## src/rtl/multi_chan_queue_pkg.sv

```systemverilog
// Sizing helpers and arbiter state encoding shared by the multi-channel queue.
package multi_chan_queue_pkg;

  typedef enum logic [0:0] {
    ARB_IDLE   = 1'b0,
    ARB_LOCKED = 1'b1
  } arb_state_e;

  function automatic int ch_w(input int num_ch);
    return (num_ch > 1) ? $clog2(num_ch) : 1;
  endfunction

  function automatic int ptr_w(input int depth);
    return $clog2(depth);
  endfunction

  function automatic int cnt_w(input int depth);
    return $clog2(depth + 1);
  endfunction

endpackage

```

## src/rtl/rr_arb_lock.sv

```systemverilog
// Round-robin arbiter; a grant found while idle is held until ack, or dropped when its requester is released.
// Combinational grant from the request vector or the held lock; pointer and lock update on the clock edge.
module rr_arb_lock
  import multi_chan_queue_pkg::*;
#(
  parameter int N  = 4,
  parameter int IW = 2
) (
  input  logic          clk_i,
  input  logic          rst_i,
  input  logic [N-1:0]  req,
  input  logic          ack,
  input  logic [N-1:0]  rel,
  output logic          vld,
  output logic [N-1:0]  gnt,
  output logic [IW-1:0] idx
);

  arb_state_e    state_q;
  logic [IW-1:0] rr_q;
  logic [IW-1:0] lock_q;
  logic          hi_vld, lo_vld;
  logic [IW-1:0] hi_idx, lo_idx;

  // Lowest requester at or above rr_q wins; otherwise wrap to the lowest below it.
  always_comb begin
    hi_vld = 1'b0;
    lo_vld = 1'b0;
    hi_idx = '0;
    lo_idx = '0;
    for (int j = N - 1; j >= 0; j--) begin
      if (req[j]) begin
        if (IW'(j) >= rr_q) begin
          hi_vld = 1'b1;
          hi_idx = IW'(j);
        end else begin
          lo_vld = 1'b1;
          lo_idx = IW'(j);
        end
      end
    end
  end

  always_comb begin
    if (state_q == ARB_LOCKED) begin
      vld = 1'b1;
      idx = lock_q;
    end else begin
      vld = hi_vld || lo_vld;
      idx = hi_vld ? hi_idx : lo_idx;
    end
    for (int j = 0; j < N; j++) begin
      gnt[j] = vld && (idx == IW'(j));
    end
  end

  always_ff @(posedge clk_i or posedge rst_i) begin
    if (rst_i) begin
      state_q <= ARB_IDLE;
      rr_q    <= '0;
      lock_q  <= '0;
    end else if (vld && ack) begin
      state_q <= ARB_IDLE;
      rr_q    <= (idx == IW'(N - 1)) ? '0 : idx + IW'(1);
    end else if (vld && !(|(rel & gnt))) begin
      state_q <= ARB_LOCKED;
      lock_q  <= idx;
    end else begin
      state_q <= ARB_IDLE;
    end
  end

endmodule

```

## src/rtl/multi_chan_queue.sv

```systemverilog
// NUM_CH private FIFOs behind one steered enqueue port and one round-robin dequeue port; no flow-through.
// Optional per-channel occupancy counters on cnt_o when MULTI_CHAN_QUEUE_CNT_EN is defined.
module multi_chan_queue
  import multi_chan_queue_pkg::*;
#(
  parameter type T      = logic,
  parameter int  NUM_CH = 4,
  parameter int  DEPTH  = 4,
  parameter int  PIPE   = 0
) (
  input  logic                      clk_i,
  input  logic                      rst_i,
  input  logic                      enq_valid_i,
  output logic                      enq_ready_o,
  input  logic [ch_w(NUM_CH)-1:0]   enq_ch_i,
  input  logic [$bits(T)-1:0]       enq_bits_i,
  output logic                      deq_valid_o,
  input  logic                      deq_ready_i,
  output logic [ch_w(NUM_CH)-1:0]   deq_ch_o,
  output logic [$bits(T)-1:0]       deq_bits_o,
  input  logic [NUM_CH-1:0]         flush_i
`ifdef MULTI_CHAN_QUEUE_CNT_EN
  ,
  output logic [NUM_CH*cnt_w(DEPTH)-1:0] cnt_o
`endif
);

  localparam int CH_W  = ch_w(NUM_CH);
  localparam int PTR_W = ptr_w(DEPTH);
  localparam int CNT_W = cnt_w(DEPTH);

  logic [NUM_CH-1:0] empty, full, do_enq, do_deq, gnt;
  logic              ch_ok, sel_full, sel_deq, deq_hs, arb_vld;
  logic [CH_W-1:0]   gnt_idx;
  T                  head [NUM_CH];

  assign ch_ok = {1'b0, enq_ch_i} < (CH_W + 1)'(NUM_CH);

  always_comb begin
    sel_full = 1'b0;
    sel_deq  = 1'b0;
    for (int c = 0; c < NUM_CH; c++) begin
      if (enq_ch_i == CH_W'(c)) begin
        sel_full = full[c];
        sel_deq  = do_deq[c];
      end
    end
  end

  // With PIPE, a full channel still accepts when its head leaves in the same cycle.
  assign enq_ready_o = ch_ok && (!sel_full || ((PIPE != 0) && sel_deq));
  assign deq_hs      = arb_vld && deq_ready_i;
  assign do_deq      = gnt & {NUM_CH{deq_hs}};
  assign deq_valid_o = arb_vld;
  assign deq_ch_o    = gnt_idx;

  always_comb begin
    do_enq     = '0;
    deq_bits_o = '0;
    for (int c = 0; c < NUM_CH; c++) begin
      do_enq[c] = enq_valid_i && enq_ready_o && (enq_ch_i == CH_W'(c));
      if (gnt_idx == CH_W'(c)) begin
        deq_bits_o = head[c];
      end
    end
  end

  rr_arb_lock #(
    .N  (NUM_CH),
    .IW (CH_W)
  ) u_arb (
    .clk_i (clk_i),
    .rst_i (rst_i),
    .req   (~empty),
    .ack   (deq_hs),
    .rel   (flush_i),
    .vld   (arb_vld),
    .gnt   (gnt),
    .idx   (gnt_idx)
  );

  for (genvar c = 0; c < NUM_CH; c++) begin : g_ch
    T               mem_q [DEPTH];
    logic [PTR_W-1:0] enq_ptr_q, deq_ptr_q;
    logic           maybe_full_q;
    logic           ptr_match;

    assign ptr_match = (enq_ptr_q == deq_ptr_q);
    assign empty[c]  = ptr_match && !maybe_full_q;
    assign full[c]   = ptr_match && maybe_full_q;
    assign head[c]   = mem_q[deq_ptr_q];

    // Flush wins over any enqueue or dequeue on the same channel.
    always_ff @(posedge clk_i or posedge rst_i) begin
      if (rst_i) begin
        enq_ptr_q    <= '0;
        deq_ptr_q    <= '0;
        maybe_full_q <= 1'b0;
      end else if (flush_i[c]) begin
        enq_ptr_q    <= '0;
        deq_ptr_q    <= '0;
        maybe_full_q <= 1'b0;
      end else begin
        if (do_enq[c]) enq_ptr_q <= enq_ptr_q + PTR_W'(1);
        if (do_deq[c]) deq_ptr_q <= deq_ptr_q + PTR_W'(1);
        if (do_enq[c] != do_deq[c]) maybe_full_q <= do_enq[c];
      end
    end

    always_ff @(posedge clk_i) begin
      if (do_enq[c] && !flush_i[c]) begin
        mem_q[enq_ptr_q] <= T'(enq_bits_i);
      end
    end

`ifdef MULTI_CHAN_QUEUE_CNT_EN
    logic [CNT_W-1:0] cnt_q;

    always_ff @(posedge clk_i or posedge rst_i) begin
      if (rst_i) begin
        cnt_q <= '0;
      end else if (flush_i[c]) begin
        cnt_q <= '0;
      end else if (do_enq[c] && !do_deq[c]) begin
        cnt_q <= cnt_q + CNT_W'(1);
      end else if (do_deq[c] && !do_enq[c]) begin
        cnt_q <= cnt_q - CNT_W'(1);
      end
    end

    assign cnt_o[c*CNT_W +: CNT_W] = cnt_q;
`endif
  end

endmodule

```

## config.mk

```make
export PLATFORM = sky130hd
export DESIGN_NAME = multi_chan_queue
export DESIGN_NICKNAME = d
export VERILOG_FILES = /design/src/rtl/multi_chan_queue_pkg.sv /design/src/rtl/rr_arb_lock.sv /design/src/rtl/multi_chan_queue.sv
export SDC_FILE = /design/constraint.sdc
export NUM_CORES = 1
export LEC_CHECK = 0
export CAP_MARGIN = 15
export CORE_ASPECT_RATIO = 1.5
export CORE_MARGIN = 2
export CORE_UTILIZATION = 64
export CTS_BUF_LIST = sky130_fd_sc_hd__clkbuf_16
export DETAILED_ROUTE_END_ITERATION = 10
export HOLD_SLACK_MARGIN = 0.15
export PLACE_DENSITY_LB_ADDON = 0.1
export SYNTH_ARGS = -nofsm -noshare
export SYNTH_HDL_FRONTEND = slang
export SYNTH_SLANG_ARGS = --single-unit
```

## constraint.sdc

```tcl
create_clock -name clk_i -period 5.1 [get_ports clk_i]
set_input_delay 1.02 -clock clk_i [delete_from_list [all_inputs] [get_ports clk_i]]
set_output_delay 1.02 -clock clk_i [all_outputs]
set_load 0.03 [all_outputs]
```

Word level (Yosys, flattened, before mapping)
Memories as Yosys holds them, arrays and structs flattened. Index checks and enable logic that the tools add are counted.

Reduce and logical (&&, ||, !) cells: 51. Add/subtract/negate cells: 9. Multiplexer cells: 78. Magnitude comparators: 4. Bitwise logic cells: 4. Equal/unequal tests: 14.

Operator list (number): $mux 2 (35); $mux 1 (43); $logic_and 1x1->1 (24); $reduce_bool 2->1 (12); $add 2x1->2 const B (9); $logic_not 1->1 (10); $and 4x4->4 (2); $eq 2x2->1 (4); $eq 2x2->1 const B (4); $eq 2x1->1 const B (2); $ge 1x2->1 const A (2); $ge 2x2->1 const A (2); $logic_not 2->1 (2); $ne 1x1->1 (4); $not 4->4 (1); $reduce_or 4->1 (1); $reduce_and 2->1 (1); $logic_or 1x1->1 (1); $not 1->1 (1).

Input bits: 11. Memories kept: 4. Logic and storage cells: 179. Bits in registers: 25. Bits in writable memories: 16. Output and inout bits: 5.

Memory list: g_ch[0].mem_q (depth 4, bits a word 1, read ports 1, clocked after memory_dff 0, wr ports 1, RTL line multi_chan_queue.sv:83) `T mem_q [DEPTH];`; g_ch[1].mem_q (depth 4, bits a word 1, read ports 1, clocked after memory_dff 0, wr ports 1, RTL line multi_chan_queue.sv:83); g_ch[2].mem_q (depth 4, bits a word 1, read ports 1, clocked after memory_dff 0, wr ports 1, RTL line multi_chan_queue.sv:83); g_ch[3].mem_q (depth 4, bits a word 1, read ports 1, clocked after memory_dff 0, wr ports 1, RTL line multi_chan_queue.sv:83).

Logic depth before layout (Yosys ltp)
Gate-level depths: netlist (run 1).

Depth in word-level cells: 20. Gate-level depth with buffers: 12. Gate-level depth less buffers: 11.

By module
A second synthesis (run 1) with hierarchy kept.

Cells, all modules: 227. Area, all modules: 2463.6 µm².

By module, submodules not included: multi_chan_queue (area each 2020.7 µm², cells each 178, seq. area each 980.9 µm², instances 1); rr_arb_lock (area each 442.9 µm², cells each 49, seq. area each 125.1 µm², instances 1).

Least setup slack after synthesis (run 1)
OpenSTA, ideal clock, no wires.

Path kind: register -> output. Start point: register g_ch[1].enq_ptr_q[0]. End point: output deq_bits_o. Buffers on the path: 0. Slack: 1.233 ns. Data required time: 4.080 ns. Cell stages (with the launch flop): 10. Arrival: 2.847 ns. Path through: dfrtp_1 -> xor2_1 -> nor3_1 -> a211oi_1 -> o22ai_1 -> nand2_1 -> ha_1 -> nor2_1 -> a221oi_1 -> o21ai_0.

Word-level cells in the longest chain between the ends: 13. Elaborated cells between the ends (all ways): 22. Those cells by class: eq/ne: 4; mux: 15; bitwise: 1; reduce/logical: 2.

Ends and longest elaborated chain: from (decl) (RTL line multi_chan_queue.sv:84) `logic [PTR_W-1:0] enq_ptr_q, deq_ptr_q;`; from (signal assigned) (RTL line multi_chan_queue.sv:104) `if (do_enq[c]) enq_ptr_q <= enq_ptr_q + PTR_W'(1);`; $eq 2x2->1 (*) (RTL line multi_chan_queue.sv:88) `assign ptr_match = (enq_ptr_q == deq_ptr_q);`; $logic_and 1x1->1 (*) (RTL line multi_chan_queue.sv:89) `assign empty[c] = ptr_match && !maybe_full_q;`; $not 4->4 (*) (RTL line multi_chan_queue.sv:74) `.req (~empty),`; $mux 2 / $mux 1 (equally long branches) (RTL line rr_arb_lock.sv:32) `if (req[j]) begin`; $mux 2 / $mux 1 (equally long branches) (RTL line rr_arb_lock.sv:33) `if (IW'(j) >= rr_q) begin`; $mux 2 / $mux 1 (equally long branches) (RTL line rr_arb_lock.sv:32); $mux 2 (*) (RTL line rr_arb_lock.sv:50) `idx = hi_vld ? hi_idx : lo_idx;`; $mux 2 (*) (RTL line rr_arb_lock.sv:45) `if (state_q == ARB_LOCKED) begin`; net deq_ch_o[0] (RTL line multi_chan_queue.sv:19) `output logic [ch_w(NUM_CH)-1:0] deq_ch_o,`; $logic_not 2->1 (RTL line multi_chan_queue.sv:62) `if (gnt_idx == CH_W'(c)) begin`; $mux 1 (3 in a row) (RTL line multi_chan_queue.sv:62); $mux 1 (*) (RTL line multi_chan_queue.sv:62); to (decl) (RTL line multi_chan_queue.sv:20) `output logic [$bits(T)-1:0] deq_bits_o,`.

The timed path passes the listed nets; every way through them passes the cells marked *.

Worst setup path after layout (run 1)
Start point: register g_ch[1].enq_ptr_q[0]. End point: output deq_bits_o.

Word-level cells in the longest chain between the ends: 13. Elaborated cells between the ends (all ways): 22. Those cells by class: eq/ne: 4; mux: 15; bitwise: 1; reduce/logical: 2.

Ends and longest elaborated chain (RTL line): $eq 2x2->1 (*) (multi_chan_queue.sv:88); $logic_and 1x1->1 (*) (multi_chan_queue.sv:89); $not 4->4 (*) (multi_chan_queue.sv:74); $mux 2 / $mux 1 (equally long branches) (rr_arb_lock.sv:32); $mux 2 / $mux 1 (equally long branches) (rr_arb_lock.sv:33); $mux 2 / $mux 1 (equally long branches) (rr_arb_lock.sv:32); $mux 2 (*) (rr_arb_lock.sv:50); $mux 2 (*) (rr_arb_lock.sv:45); $logic_not 2->1 (multi_chan_queue.sv:62); $mux 1 (3 in a row) (multi_chan_queue.sv:62); $mux 1 (*) (multi_chan_queue.sv:62).

Every way passes the cells marked *; elsewhere a longest branch is shown, timed or not.

==> results of run 1 <==
## per-stage QoR
stage	total power [mW]	hold slack, ns	cell area (um2)	cells
after detailed placement	1.277	0.5352	2698	285
after floorplan	1.046	0.4748	2521	232
final	1.645	0.5613	2888	294
after global placement	1.259	0.5331	2698	285
after global routing	1.737	0.5813	2888	294
after CTS	1.630	0.5508	2860	293
## sequential cells by signal (all words and copies together), names as in the netlist
| signal | count |
|---|---|
| g_ch.deq_ptr_q | 8 |
| g_ch.enq_ptr_q | 8 |
| g_ch.maybe_full_q | 4 |
| g_ch.mem_q | 16 |
| u_arb.lock_q | 2 |
| u_arb.rr_q | 2 |
| u_arb.state_q | 1 |
## kinds of logic (layout without fill, tap and decap cells)
kind of cell / Yosys count / after routing / share of synthesized area, %
AND/OR/NAND/NOR: 77 / 77 / 16.48
AO/OA/AOI/OAI: 46 / 46 / 14.49
flip-flops: 41 / 41 / 43.87
buffers and inverters: 23 / 42 / 3.771
adder cells (fa/ha/maj): 20 / 20 / 9.926
XOR/XNOR: 14 / 14 / 4.864
multiplexers: 11 / 11 / 6.601
## Yosys cell counts, drive strengths merged (5+ instances only)
library cell,n,area [um2]
a21oi,10,61.31
xnor2,6,52.55
mux2i,5,50.05
nand2,12,45.04
dfrtp,25,625.6
or3,12,90.09
o21ai,12,67.57
xor2,8,70.07
nor2,17,63.81
nor3,8,45.04
a211oi,5,47.54
ha,20,250.2
and2,17,106.4
inv,18,67.56
edfxtp,16,480.5
## layer usage
layer | vias to the layer above | track usage, % | wire length (um)
met3 | 11 | 3.822 | 284
met2 | 71 | 47.02 | 2760
li1 | 870 | - | -
met4 | 0 | 10.00 | 87
met1 | 868 | 29.01 | 2068
met5 | - | 0 | 0
## critical path: stages, from the launching register on
cell	delay, ns
dfrtp_1	0.43
xor2_1	0.23
nor3_1	0.54
a211oi_1	0.18
o22ai_1	0.33
and2_1	0.24
ha_1	0.25
inv_1	0.11
nor2_1	0.11
a221oi_1	0.08
o21ai_0	0.24
clkdlybuf4s50_1	0.71
## worst max path at each step
| stage | cells after the start | to | slack (ns) |
|---|---|---|---|
| final | 11 | deq_bits_o | 0.35 |
| after global routing | 11 | deq_bits_o | 0.14 |
| after CTS | 11 | deq_bits_o | 0.41 |
| after detailed placement | 11 | deq_bits_o | 0.77 |
| after global placement | 11 | deq_bits_o | 0.90 |
| after floorplan | 9 | deq_bits_o | 1.23 |
## power groups by stage
stage | combinational [mW] | clock [mW] | sequential [mW]
2_1_floorplan | 0.617 | 0 | 0.428
3_3_place_gp | 0.811 | 0 | 0.448
3_5_place_dp | 0.827 | 0 | 0.449
4_1_cts | 0.839 | 0.348 | 0.444
5_1_grt | 0.924 | 0.361 | 0.452
6_report | 0.850 | 0.350 | 0.445
## area by class of cell
cell class	instances	area, um2
clock buffer	5	125.1
clock inverter	3	37.54
fill	254	828.3
inverter	18	67.56
multi-input combinational	168	1320
sequential	41	1106
tap	43	53.80
timing repair buffer	16	177.7
==> results.cfg, run 1 <==
[timing]
fin_ws_ns = 0.3455
fmax_mhz = 210.3
setup-violations-final = 0
tns_ns = 0
fin_crit_sh_pct = 93.22
period_needed_ns = 4.754
maxSlewHeadroom_pct = 31.60
worst_slew_pin_slew_ns = 1.022
finalClockSkew_ns = 0.003953
drv_slew = 0
rsz0062_at_grt = no
hold_viol_final = 0

[clock_network]
cts.path.max_buffers = 2
cts_setup_buffers = 0
cts_htree_levels = 2
clk_pin_slew_ns = 0.06
cts_sinks = 41
cts_hold_buf = 0
cts_root_buf = clkbuf_16
clk_latency_ns = 0.28
numCtsBuffers = 5
post_cts_resized = 0
cts_tree = built

[worst_setup_path]
reg2regPathDepth = 11
cp-end-kind = primary output
critPathLaunch = g_ch[1].enq_ptr_q[0]
rrSetupSlack_ns = 1.47
cp_data_required_time_ns = 4.08
timing.rr.start = g_ch[1].enq_ptr_q[0]
cp-start-kind = register
timing.rr.end = u_arb.lock_q[1]
cp.arrival_ns = 3.73
critPathMaxFanout = 6
setup.worst_path.class = register to primary output

[cells_and_area]
fin_nets = 281
layout_commonest_cell = dfrtp_1
fin_util_pct = 77.71
final_cell_mix = dfrtp_1, ha_1, inv_1
area_delta_synth_final_pct = 14.54
drive_above_1_share_pct = 12.75
diodes = 0

[die]
start_util_pct = 67.85
rows = 27
top_level_ports = 16
die-height_um = 80.87
dieArea_mm2 = 0.004468
fp.dieW_um = 55.25
core_mm2 = 0.003716

[placement]
io_buffers = 15
hpwl_um = 3747
post-place-ws_ns = 0.7736
place_congestion = 0.8532

[route]
num_vias = 1820
drt_pre_antenna_iters = 5
wl_per_cell_um = 17.69
drt_iter0_markers = 93
drc = 0
wl_um = 5202
ant_nets = 0
vias_per_cell = 6.190

[worst_hold_path]
holdPathStages = 2
worstHoldStart = u_arb.lock_q[0]
hold_class = register to register
min_to = u_arb.lock_q[0]

[synthesis]
ys_ff_latch = 41
syn_nets = 263
yosysUniqueCellTypes = 50
synth_edf_count = 16
synth_warnings = 0
ys_seq_area_share_pct = 43.87
async_flop_share_pct = 60.98
ys.flop_type = dfrtp_1
synthesis.area_mm2 = 0.002521
synth_cells = 232
avgSynthCellArea_um2 = 10.87

[global_routing]
grt_max_degree = 26
antenna_found_initial = 0
grt_pass1_vias = 1855
grt_pass1_wl_um = 8714
grt_remaining_overflow = 0
track_usage_pct = 25.27

[pwr]
p_int_uw = 953.4
peakVddDrop_v = 0.0004184
pwr-share-comb_pct = 51.7
p_sw_uw = 691.8
p_sw_share_pct = 42.05
clkPwrFrac_pct = 21.3
power_frac_seq_pct = 27.1
powerDensity_mw_per_mm2 = 569.7
cellLeakagePower_nw = 1.216

[run]
drv_cap = 0

[outcome]
status = complete, no violations
Power figures use the tool's default switching activity.
==> inputs of run 2 (changes only) <==
--- a/config.mk
+++ b/config.mk
@@ -13,6 +13,7 @@
 export DETAILED_ROUTE_END_ITERATION = 10
 export HOLD_SLACK_MARGIN = 0.15
 export PLACE_DENSITY_LB_ADDON = 0.1
+export SLEW_MARGIN = 25
 export SYNTH_ARGS = -nofsm -noshare
 export SYNTH_HDL_FRONTEND = slang
 export SYNTH_SLANG_ARGS = --single-unit
==> results.cfg, run 2 (synthesis results as in run 1) <==
[worst_setup_path]
cp.depth = 11
critPathTopFamily = simple AND/OR/NAND/NOR gates
reg2regPathDepth = 11
crit_path_max_incr_delay_ns = 0.72
cp_data_required_time_ns = 4.08
cp_num_buf_inv = 2
cp-start-kind = register
path_cells = xor2_1 > nor3_1 > a211oi_1 > o22ai_1 > and2_1 > ha_1 > inv_1 > nor2_1 > a221oi_1 > o21ai_0 > clkdlybuf4s50_1
cp.arrival_ns = 3.73
critPathMaxFanout = 6
cp-end-kind = primary output
crit_slowest_cell = clkdlybuf4s50_1
setup.worst_path.class = register to primary output

[die]
top_level_ports = 16
dieArea_mm2 = 0.004468
die-height_um = 80.87
start_util_pct = 67.85
rows = 27
fp.dieW_um = 55.25
core_mm2 = 0.003716

[outcome]
status = complete, no violations

[timing]
rsz0062_at_grt = no
hold_viol_final = 0
finalClockSkew_ns = 0.004278
fin_ws_ns = 0.3531
maxSlewHeadroom_pct = 39.09
period_needed_ns = 4.747
whs_ns = 0.5668
tns_ns = 0
setup-violations-final = 0
drv_slew = 0
fmax_mhz = 210.7
worst_slew_pin_slew_ns = 0.8994
fin_crit_sh_pct = 93.08

[cells_and_area]
drive_above_1_share_pct = 13.15
area_delta_synth_final_pct = 13.75
final_cell_mix = dfrtp_1, ha_1, inv_1
diodes = 0
largestRegisters = g_ch.mem_q x16, g_ch.deq_ptr_q x8, g_ch.enq_ptr_q x8
largest_reg_flops = 16
design_area_mm2 = 0.002868
layout_commonest_cell = dfrtp_1
fin_nets = 281
top_register = g_ch.mem_q
fillers = 257

[global_routing]
grt_pass1_vias = 1855
antenna_found_initial = 0
grt_pass1_wl_um = 8714
grt_max_degree = 26
track_usage_pct = 25.27
grt_remaining_overflow = 0

[placement]
io_buffers = 15
post-place-ws_ns = 0.7736
post_dp_cell_area_mm2 = 0.002698
hpwl_um = 3747
place_congestion = 0.8532

[run]
drv_cap = 0

[clock_network]
cts_hold_buf = 0
cts_htree_levels = 2
cts_tree = built
clk_latency_ns = 0.28
cts.path.max_buffers = 2
cts_root_buf = clkbuf_16
clk_pin_slew_ns = 0.06
cts_setup_buffers = 0
numCtsBuffers = 5
post_cts_resized = 0
cts_sinks = 41

[pwr]
peakVddDrop_v = 0.0004194
cellLeakagePower_nw = 1.207
powerDensity_mw_per_mm2 = 574.1
finalPower_mw = 1.646

[route]
num_vias = 1821
wl_um = 5223
drc = 0
drt_pre_antenna_iters = 4
vias_per_cell = 6.194
wl_per_cell_um = 17.77
ant_nets = 0
drt_iter0_markers = 94

[worst_hold_path]
hold_class = register to register
holdPathStages = 2
run 2: layout make-up:
| cell class | count | area [um2] | area share (%) |
|---|---|---|---|
| Sequential cell | 41 | 1106 | 38.57 |
| Clock inverter | 3 | 37.54 | 1.309 |
| Inverter | 18 | 67.56 | 2.356 |
| Clock buffer | 5 | 125.1 | 4.363 |
| Tap cell | 43 | 53.80 | 1.876 |
| Timing Repair Buffer | 16 | 157.7 | 5.497 |
| Multi-Input combinational cell | 168 | 1320 | 46.03 |
run 2: final timing paths:
check | from | to | slack, ns
worst max-delay path | g_ch[1].enq_ptr_q[0] | deq_bits_o | 0.35
worst min-delay path | u_arb.lock_q[0] | u_arb.lock_q[0] | 0.57
worst max register to register | g_ch[1].enq_ptr_q[0] | u_arb.lock_q[1] | 1.47
worst min register to register | u_arb.lock_q[0] | u_arb.lock_q[0] | 0.57
max in group asynchronous | rst_i | g_ch[3].enq_ptr_q[1] | 3.61
min in group asynchronous | rst_i | g_ch[1].deq_ptr_q[1] | 1.11
run 2: layer usage:
metal,vias up,GRT usage [%],share of wire (%)
met5,-,0,0
met4,0,10.00,2.0
met1,885,29.01,40
met2,56,47.02,54
li1,867,-,-
met3,13,3.822,3.8
run 2: metrics by stage:
| stage | instances | utilization (%) |
|---|---|---|
| 2_1_floorplan | 232 | - |
| 4_1_cts | 293 | 76.97 |
| 5_1_grt | 294 | 77.17 |
| 6_report | 294 | 77.17 |
| 3_3_place_gp | 285 | 72.59 |
| 3_5_place_dp | 285 | 72.59 |
run 2: worst register-to-register path, delay by kind of cell, from the launching register on:
| family | cells | cell delay, ns |
|---|---|---|
| flip-flops | 1 | 0.43 |
| XOR/XNOR | 1 | 0.23 |
| multiplexers | 2 | 0.50 |
| adder cells (fa/ha/maj) | 1 | 0.26 |
| AO/OA/AOI/OAI | 4 | 1.22 |
| AND/OR/NAND/NOR | 3 | 0.86 |
run 2: report_power, final:
part,leakage [nW],total (mW),switching [mW],internal [mW]
Combinational,0.644,0.854,0.513,0.341
Clock,0.0826,0.346,0.119,0.227
Sequential,0.480,0.446,0.0577,0.388
